**config.mk**
```make
export PLATFORM = sky130hd
export DESIGN_NAME = div_iter_32
export DESIGN_NICKNAME = d
export VERILOG_FILES = /design/src/rtl/div_pkg.sv /design/src/rtl/div_sub_33.sv /design/src/rtl/div_iter_32.sv
export SDC_FILE = /design/constraint.sdc
export NUM_CORES = 1
export LEC_CHECK = 0
export CORE_MARGIN = 2
export CORE_UTILIZATION = 58
export CTS_CLUSTER_SIZE = 24
export DETAILED_ROUTE_END_ITERATION = 16
export PLACE_DENSITY = 0.83
export SLEW_MARGIN = 20
export SYNTH_ARGS = -nofsm -noshare
export SYNTH_HDL_FRONTEND = slang
export SYNTH_HIERARCHICAL = 1
export SYNTH_SLANG_ARGS = --single-unit
```
**constraint.sdc**
```tcl
create_clock -name clk -period 18.5 [get_ports clk]
set_input_delay 3.7 -clock clk [delete_from_list [all_inputs] [get_ports clk]]
set_output_delay 3.7 -clock clk [all_outputs]
set_load 0.02 [all_outputs]
```
**src/rtl/div_pkg.sv**
```systemverilog
// Shared definitions for the iterative divider: operand width, op encodings,
// FSM states and the 16-bit carry-lookahead slice used by the trial subtractor.
package div_pkg;

  localparam int unsigned DIV_XLEN  = 32;
  localparam int unsigned DIV_CNT_W = 6;

  localparam logic [1:0] DIV_OP_DIV  = 2'b00;
  localparam logic [1:0] DIV_OP_DIVU = 2'b01;
  localparam logic [1:0] DIV_OP_REM  = 2'b10;
  localparam logic [1:0] DIV_OP_REMU = 2'b11;

  typedef enum logic [1:0] {
    ST_IDLE = 2'b00,
    ST_CALC = 2'b01,
    ST_FIX  = 2'b10,
    ST_DONE = 2'b11
  } div_state_e;

  // 16-bit carry-lookahead add; returns {carry_out, sum}
  function automatic logic [16:0] cla_16(input logic [15:0] a,
                                         input logic [15:0] b,
                                         input logic        cin);
    logic [15:0] g;
    logic [15:0] p;
    logic [16:0] c;
    g    = a & b;
    p    = a ^ b;
    c    = '0;
    c[0] = cin;
    for (int i = 0; i < 16; i++) begin
      c[i+1] = g[i] | (p[i] & c[i]);
    end
    return {c[16], p ^ c[15:0]};
  endfunction

endpackage

```
**src/rtl/div_sub_33.sv**
```systemverilog
// 33-bit trial subtractor: minuend - subtrahend as minuend + ~subtrahend + 1,
// assembled from two 16-bit lookahead slices plus a final single-bit stage.
module div_sub_33
  import div_pkg::*;
(
  input  logic [32:0] minuend_i,
  input  logic [32:0] subtrahend_i,
  output logic [32:0] diff_o,
  output logic        borrow_o
);

  logic [32:0] sub_inv;
  logic [16:0] lo_sum;
  logic [16:0] hi_sum;
  logic        top_p;
  logic        top_cout;

  // Chained slices; carry-out of the top bit clear means the subtraction borrowed
  always_comb begin
    sub_inv  = ~subtrahend_i;
    lo_sum   = cla_16(minuend_i[15:0], sub_inv[15:0], 1'b1);
    hi_sum   = cla_16(minuend_i[31:16], sub_inv[31:16], lo_sum[16]);
    top_p    = minuend_i[32] ^ sub_inv[32];
    top_cout = (minuend_i[32] & sub_inv[32]) | (top_p & hi_sum[16]);
    diff_o   = {top_p ^ hi_sum[16], hi_sum[15:0], lo_sum[15:0]};
    borrow_o = ~top_cout;
  end

endmodule

```
**src/rtl/div_iter_32.sv**
```systemverilog
// Iterative restoring divider for DIV/DIVU/REM/REMU, one quotient bit per cycle.
// Optional macro DIV_FAST_SPECIAL_EN: divide-by-zero and signed overflow bypass
// CALC/FIX and complete one cycle after accept.
module div_iter_32
  import div_pkg::*;
#(
  parameter int unsigned XLEN  = DIV_XLEN,
  parameter int unsigned CNT_W = DIV_CNT_W
) (
  input  logic            clk,
  input  logic            rst,
  input  logic            kill,
  input  logic            in_valid,
  output logic            in_ready,
  input  logic [1:0]      op,
  input  logic [XLEN-1:0] dividend,
  input  logic [XLEN-1:0] divisor,
  output logic            out_valid,
  input  logic            out_ready,
  output logic [XLEN-1:0] result
);

  div_state_e       state_q, state_d;
  logic [CNT_W-1:0] cnt_q, cnt_d;
  logic [XLEN-1:0]  rem_q, rem_d;
  logic [XLEN-1:0]  quo_q, quo_d;
  logic [XLEN-1:0]  dvsr_q, dvsr_d;
  logic [XLEN-1:0]  result_q, result_d;
  logic             is_rem_q, is_rem_d;
  logic             q_neg_q, q_neg_d;
  logic             r_neg_q, r_neg_d;
  logic             dz_q, dz_d;
  logic             out_valid_q, out_valid_d;
  logic             in_ready_q, in_ready_d;

  logic             signed_op_c, is_rem_c, a_neg_c, b_neg_c, dz_c;
  logic [XLEN-1:0]  a_mag_c, b_mag_c;
  logic [XLEN-1:0]  q_fix_c, r_fix_c, fix_res_c;
  logic [XLEN:0]    shifted_c, diff_c;
  logic             borrow_c;

  // Incoming operand decode: signedness, magnitudes, divide-by-zero
  always_comb begin
    signed_op_c = (op == DIV_OP_DIV) || (op == DIV_OP_REM);
    is_rem_c    = (op == DIV_OP_REM) || (op == DIV_OP_REMU);
    a_neg_c     = signed_op_c & dividend[XLEN-1];
    b_neg_c     = signed_op_c & divisor[XLEN-1];
    a_mag_c     = a_neg_c ? (~dividend + XLEN'(1)) : dividend;
    b_mag_c     = b_neg_c ? (~divisor + XLEN'(1)) : divisor;
    dz_c        = (divisor == '0);
  end

`ifdef DIV_FAST_SPECIAL_EN
  logic            ovf_c;
  logic [XLEN-1:0] fast_res_c;

  // Early-out results for divide-by-zero and INT_MIN / -1
  always_comb begin
    ovf_c      = signed_op_c && (dividend == {1'b1, {(XLEN-1){1'b0}}}) && (divisor == '1);
    fast_res_c = dz_c ? (is_rem_c ? dividend : '1)
                      : (is_rem_c ? '0 : dividend);
  end
`endif

  // Shift the next dividend bit into the partial remainder (33 bits wide so
  // divisors with the top bit set never lose the remainder MSB)
  always_comb begin
    shifted_c = {rem_q, quo_q[XLEN-1]};
  end

  div_sub_33 u_sub (
    .minuend_i   (shifted_c),
    .subtrahend_i({1'b0, dvsr_q}),
    .diff_o      (diff_c),
    .borrow_o    (borrow_c)
  );

  // Sign fix-up and op select; with a zero divisor the remainder path
  // already reconstructs the original dividend, only the quotient is forced
  always_comb begin
    q_fix_c = q_neg_q ? (~quo_q + XLEN'(1)) : quo_q;
    r_fix_c = r_neg_q ? (~rem_q + XLEN'(1)) : rem_q;
    if (dz_q && !is_rem_q) begin
      fix_res_c = '1;
    end else begin
      fix_res_c = is_rem_q ? r_fix_c : q_fix_c;
    end
  end

  // Next-state and datapath control
  always_comb begin
    state_d     = state_q;
    cnt_d       = cnt_q;
    rem_d       = rem_q;
    quo_d       = quo_q;
    dvsr_d      = dvsr_q;
    result_d    = result_q;
    is_rem_d    = is_rem_q;
    q_neg_d     = q_neg_q;
    r_neg_d     = r_neg_q;
    dz_d        = dz_q;
    out_valid_d = out_valid_q;
    in_ready_d  = in_ready_q;

    if (kill) begin
      state_d     = ST_IDLE;
      out_valid_d = 1'b0;
      in_ready_d  = 1'b1;
    end else begin
      unique case (state_q)
        ST_IDLE: begin
          if (in_valid && in_ready_q) begin
            is_rem_d   = is_rem_c;
            rem_d      = '0;
            quo_d      = a_mag_c;
            dvsr_d     = b_mag_c;
            q_neg_d    = a_neg_c ^ b_neg_c;
            r_neg_d    = a_neg_c;
            dz_d       = dz_c;
            cnt_d      = CNT_W'(XLEN - 1);
            in_ready_d = 1'b0;
            state_d    = ST_CALC;
`ifdef DIV_FAST_SPECIAL_EN
            if (dz_c || ovf_c) begin
              result_d    = fast_res_c;
              out_valid_d = 1'b1;
              state_d     = ST_DONE;
            end
`endif
          end
        end
        ST_CALC: begin
          rem_d = XLEN'(borrow_c ? shifted_c : diff_c);
          quo_d = {quo_q[XLEN-2:0], ~borrow_c};
          if (cnt_q == '0) begin
            state_d = ST_FIX;
          end else begin
            cnt_d = cnt_q - CNT_W'(1);
          end
        end
        ST_FIX: begin
          result_d    = fix_res_c;
          out_valid_d = 1'b1;
          state_d     = ST_DONE;
        end
        ST_DONE: begin
          if (out_ready) begin
            out_valid_d = 1'b0;
            in_ready_d  = 1'b1;
            state_d     = ST_IDLE;
          end
        end
        default: begin
          state_d = ST_IDLE;
        end
      endcase
    end
  end

  // State and datapath registers with synchronous reset
  always_ff @(posedge clk) begin
    if (rst) begin
      state_q     <= ST_IDLE;
      cnt_q       <= '0;
      rem_q       <= '0;
      quo_q       <= '0;
      dvsr_q      <= '0;
      result_q    <= '0;
      is_rem_q    <= 1'b0;
      q_neg_q     <= 1'b0;
      r_neg_q     <= 1'b0;
      dz_q        <= 1'b0;
      out_valid_q <= 1'b0;
      in_ready_q  <= 1'b1;
    end else begin
      state_q     <= state_d;
      cnt_q       <= cnt_d;
      rem_q       <= rem_d;
      quo_q       <= quo_d;
      dvsr_q      <= dvsr_d;
      result_q    <= result_d;
      is_rem_q    <= is_rem_d;
      q_neg_q     <= q_neg_d;
      r_neg_q     <= r_neg_d;
      dz_q        <= dz_d;
      out_valid_q <= out_valid_d;
      in_ready_q  <= in_ready_d;
    end
  end

  assign in_ready  = in_ready_q;
  assign out_valid = out_valid_q;
  assign result    = result_q;

endmodule
```
==> results of run 1 <==
==> registers in the layout, summed over array words and instances, names as in the netlist <==
name	cells
q_neg_q	1
rem_q	32
state_q	2
is_rem_q	1
r_neg_q	1
quo_q	32
result	32
dz_q	1
in_ready	1
out_valid	1
cnt_q	6
dvsr_q	32
==> final cells by class <==
cell class / instances / area share, %
clock buffer: 21 / 3.96
clock inverter: 11 / 1.97
inverter: 87 / 2.75
multi-input combinational: 964 / 55.4
sequential: 142 / 23.9
tap: 225 / 2.37
timing repair buffer: 118 / 9.61
==> report_power, final <==
part           switching, mW  internal [mW]  total, mW  leakage, nW
combinational          0.103         0.0680      0.171         2.70
sequential            0.0187          0.320      0.339         1.15
clock                  0.134          0.277      0.411        0.347
==> worst min-delay path, stage by stage (launching register included) <==
cell	delay, ns
dfxtp_1	0.31
nand2_1	0.05
a21oi_1	0.05
==> worst max path at each step <==
| stage | startpoint | endpoint | slack, ns | cells past startpoint |
|---|---|---|---|---|
| finish | quo_q[31] | rem_q[19] | 3.81 | 38 |
| global route | quo_q[31] | rem_q[25] | 3.35 | 38 |
| CTS | quo_q[31] | rem_q[19] | 3.91 | 38 |
| detailed placement | quo_q[31] | rem_q[19] | 3.95 | 38 |
| global placement | quo_q[31] | rem_q[16] | 4.19 | 38 |
| floorplan | quo_q[31] | rem_q[10] | 4.84 | 39 |
==> stage by stage <==
stage	total power [mW]	worst slack, ns	std cells	util [%]
2_1_floorplan	0.450	4.84	1287	-
3_3_place_gp	0.505	4.19	1536	65.2
3_5_place_dp	0.510	3.95	1536	65.2
4_1_cts	0.915	3.91	1568	69.3
5_1_grt	0.950	3.35	1568	69.4
6_report	0.921	3.81	1568	69.4
==> placed cells by master, fill, tap and decap left out, drive strengths merged, types with 41 or more instances in the layout <==
master,n
dfxtp,142
clkdlybuf4s50,103
nand2,101
a21oi,101
inv,86
o21ai,84
nor2,67
nand3,66
xor2,55
nor3,41
==> metal layers <==
| metal | vias to the layer above | global-route usage [%] | part of all wire, % |
|---|---|---|---|
| met4 | 0 | 11.8 | 2.7 |
| li1 | 4758 | - | - |
| met5 | - | 0 | 0 |
| met1 | 4882 | 46.9 | 42 |
| met3 | 73 | 5.57 | 9.5 |
| met2 | 552 | 50.7 | 46 |
==> qor.csv, run 1 <==
metric,value,unit
CTS Root Buffer Type,clkbuf_16,
footprint of the multi-input gates,6580,um2
"Data arrival, critical path",14.95,ns
Total GRT Usage,33.0,%
Ports,105,
drt pass-1 iters,6,
number of DRC markers in iteration 0,1203,
Die W,136,um
Post-CTS Setup Repair Bufs,0,
ratio of cells with drive above 1 in the final layout,7.30,%
Pins Over Slew Limit,0,
Hold Fails Final Rpt,0,
Starting Density,58.8,%
Placed Area,11200,um2
GRT overflow,0,
Cell Rows,48,
Antenna diodes,0,
"Design Area, Final",11900,um2
slowest CP cell,fa_1,
CTS sink cnt,142,
critical path's top delay family,adder cells,
max_cap viols,0,
worst vdd ir,0.0661,mV
mean area per synthesized cell,7.82,um2
Reg2Reg Depth,38,
Mapped Cells,1287,
Pleak,4.20,nW
total core area,17100,um2
pin count of the biggest net entering global routing,89,
fillers,1382,
Vias,10300,
hold_sp,dvsr_q[0],
Mapped Area,10100,um2
Hold WC Path Type,register to register,
CTS tree,built,
worst path required time,18.76,ns
RSZ-0062 raised after global routing,no,
Syn Nets,1401,
CP Class,register to register,
Hold Crit Endpoint,dvsr_q[0],
Hold Path Depth,2,
Slew @ Worst Pin,1.02,ns
CTS Buffer Depth,2,
R2R Path End,rem_q[19],
Max-slew headroom,31.8,%
Chip Height,136,um
Final setup viols,0,
Crit path buffers/inverters,2,
Final period util,79.4,%
Hold Worst Slack,0.463,ns
Clock Skews,0.0120,ns
RePlAce Congestion,0.939,
vias in the first global route,9204,
FF-to-FF Start,quo_q[31],
Most common cell on crit path,fa_1,
FMAX,68.1,MHz
area delta synth->final,17.9,%
DR DRC count,0,
Period minus WS final,14.69,ns
H-tree lvl count,4,
status,"complete, no violations",
CP max stage delay,0.70,ns
Ys Warns,6,
register area,2840,um2
die area,18400,um2
initial antenna violation count,0,
nets@finish,1444,
CP Max Fanout,18,
Reg2Reg Setup Slack,3.81,ns
Final TNS setup,0,ns
PD cells,77.5,nW/um2
Critical Path Start Type,register,
Num CTS Buffers,17,
critical path capture point type,register,
"Clk pin slew, worst setup/hold paths",0.06,ns
CTS Hold Bufs,0,
I/O Buffers,104,
Post-CTS Resized,0,
first-pass GRT wire length,48400,um
Worst-Skew Late Latency,0.43,ns
Via-to-Cell Ratio,6.55,
HPWL Detailed,21300,um
"antenna viol nets, final",0,
DR WL/cell,19.2,um
final wirelength,30200,um
Note: power is estimated with default switching activity, not from simulation.
==> run 2: changes to the inputs <==
--- a/config.mk
+++ b/config.mk
@@ -6,10 +6,10 @@
 export NUM_CORES = 1
 export LEC_CHECK = 0
 export CORE_MARGIN = 2
-export CORE_UTILIZATION = 58
+export CORE_UTILIZATION = 53
 export CTS_CLUSTER_SIZE = 24
 export DETAILED_ROUTE_END_ITERATION = 16
-export PLACE_DENSITY = 0.83
+export PLACE_DENSITY = 0.8
 export SLEW_MARGIN = 20
 export SYNTH_ARGS = -nofsm -noshare
 export SYNTH_HDL_FRONTEND = slang
==> constraint.sdc (replaced) <==
create_clock -name clk -period 12.9 [get_ports clk]
set_input_delay 2.58 -clock clk [delete_from_list [all_inputs] [get_ports clk]]
set_output_delay 2.58 -clock clk [all_outputs]
set_load 0.02 [all_outputs]
==> run 2 against run 1 <==
Non-clock buffer count increased by 9; sequential share of layout area shrank 0.35 points; worst setup slack worse by 3.6 ns; fmax rose by 16%.
==> qor.csv, run 2 (same netlist as run 1, synthesis figures left out) <==
metric,value,unit
pre-CTS WS,-0.337,ns
Post-CTS Setup Repair Bufs,0,
drt pass-1 iters,6,
RePlAce Congestion,0.957,
Vias,10300,
Starting Density,53.8,%
Hold WC Path Type,register to register,
Via-to-Cell Ratio,6.46,
CP Class,register to register,
worst vdd ir,0.106,mV
critical path capture point type,register,
Chip Height,142,um
slowest CP cell,fa_2,
Most common cell on crit path,fa_2,
max_cap viols,0,
Hold Fails Final Rpt,0,
CP max stage delay,0.48,ns
fin worst setup slack,0.198,ns
Hold Crit Endpoint,dvsr_q[31],
CTS tree,built,
vias in the first global route,9234,
Clock Skews,0.00729,ns
worst path required time,13.19,ns
"most common cell after layout, fill and taps aside",dfxtp_1,
GRT overflow,0,
Die W,142,um
total core area,18700,um2
"Clk pin slew, worst setup/hold paths",0.06,ns
status,"complete, no violations",
Final Power,1.23,mW
HPWL Detailed,21400,um
die area,20100,um2
Hold Worst Slack,0.502,ns
final wirelength,30300,um
DR DRC count,0,
pin count of the biggest net entering global routing,71,
first-pass GRT wire length,49100,um
initial antenna violation count,0,
"Design Area, Final",12100,um2
ratio of cells with drive above 1 in the final layout,11.1,%
Cell Rows,50,
Antenna diodes,0,
Pleak,4.20,nW
Final period util,98.5,%
PD cells,102,nW/um2
Critical Path Start Type,register,
area delta synth->final,19.7,%
nets@finish,1453,
FMAX,78.7,MHz
Final setup viols,0,
Pins Over Slew Limit,0,
CTS sink cnt,142,
Max-slew headroom,32.9,%
"Data arrival, critical path",12.99,ns
Period minus WS final,12.70,ns
RSZ-0062 raised after global routing,yes,
Reg2Reg Depth,38,
Slew @ Worst Pin,1.01,ns
Reg2Reg Setup Slack,0.20,ns
Total GRT Usage,30.2,%
Placed Area,11300,um2
Ports,105,
FF-to-FF Start,quo_q[31],
"antenna viol nets, final",0,
hold_sp,dvsr_q[31],
Worst-Skew Late Latency,0.43,ns
DR WL/cell,19.1,um
Num CTS Buffers,17,
Hold Path Depth,2,
CP Max Fanout,6,
I/O Buffers,104,
most frequent cells in the layout,"dfxtp_1 (141), clkdlybuf4s50_1 (103), nand2_1 (101)",
CTS Buffer Depth,2,
CTS Root Buffer Type,clkbuf_16,
R2R Path End,rem_q[23],
number of DRC markers in iteration 0,1223,
CTS Hold Bufs,0,
H-tree lvl count,4,
==> run 2: metal layers <==
metal,vias to the layer above,track usage (%),share of wire [%]
li1,4776,-,-
met1,4870,44.9,43
met2,546,45.7,45
met3,58,3.98,9.4
met4,0,9.05,2.4
met5,-,0,0
==> run 2: worst max-delay path, delay by kind of cell (launching register included) <==
kind | cells | cell delay [ns]
adders and majority gates | 33 | 11.48
DFF | 1 | 0.33
muxes | 1 | 0.32
buffers and inverters | 2 | 0.24
and+or+nand+nor | 1 | 0.09
AOI/OAI and AO/OA | 1 | 0.08
==> run 2: area by class of cell <==
type	instances	area (um2)
Multi-Input combinational cell	964	6710
Clock inverter	13	139
Sequential cell	142	2840
Clock buffer	19	453
Inverter	87	327
Fill cell	1583	6660
Timing Repair Buffer	127	1280
Tap cell	234	293
==> run 2: repair_timing <==
item / CTS / global route
endpoints found under the setup margin: 33 / 33
resized for setup: 17 / 16
pin swaps: 5 / 11
cloned: 1 / 3
==> run 2: worst max-delay path by stage <==
stage,start,to,slack [ns],cells past startpoint
floorplan,quo_q[31],rem_q[10],0.02,39
finish,quo_q[31],rem_q[23],0.20,38
CTS,quo_q[31],rem_q[8],0.02,38
global route,quo_q[31],rem_q[24],-0.06,38
global placement,quo_q[31],rem_q[0],-0.19,38
detailed placement,quo_q[31],rem_q[0],-0.34,38
==> run 2: through the flow <==
step           setup TNS, ns  std cells  utilization, %
4_1_cts                    0       1583            63.8
3_3_place_gp           -5.49       1550            60.2
3_5_place_dp          -10.37       1550            60.2
6_report                   0       1586            64.4
5_1_grt              -0.0996       1586            64.4
2_1_floorplan              0       1287               -
==> run 2: where the power goes <==
| group | switching, mW | leakage, nW | internal [mW] |
|---|---|---|---|
| sequential | 0.0288 | 1.15 | 0.459 |
| clock | 0.203 | 0.278 | 0.295 |
| combinational | 0.147 | 2.76 | 0.103 |
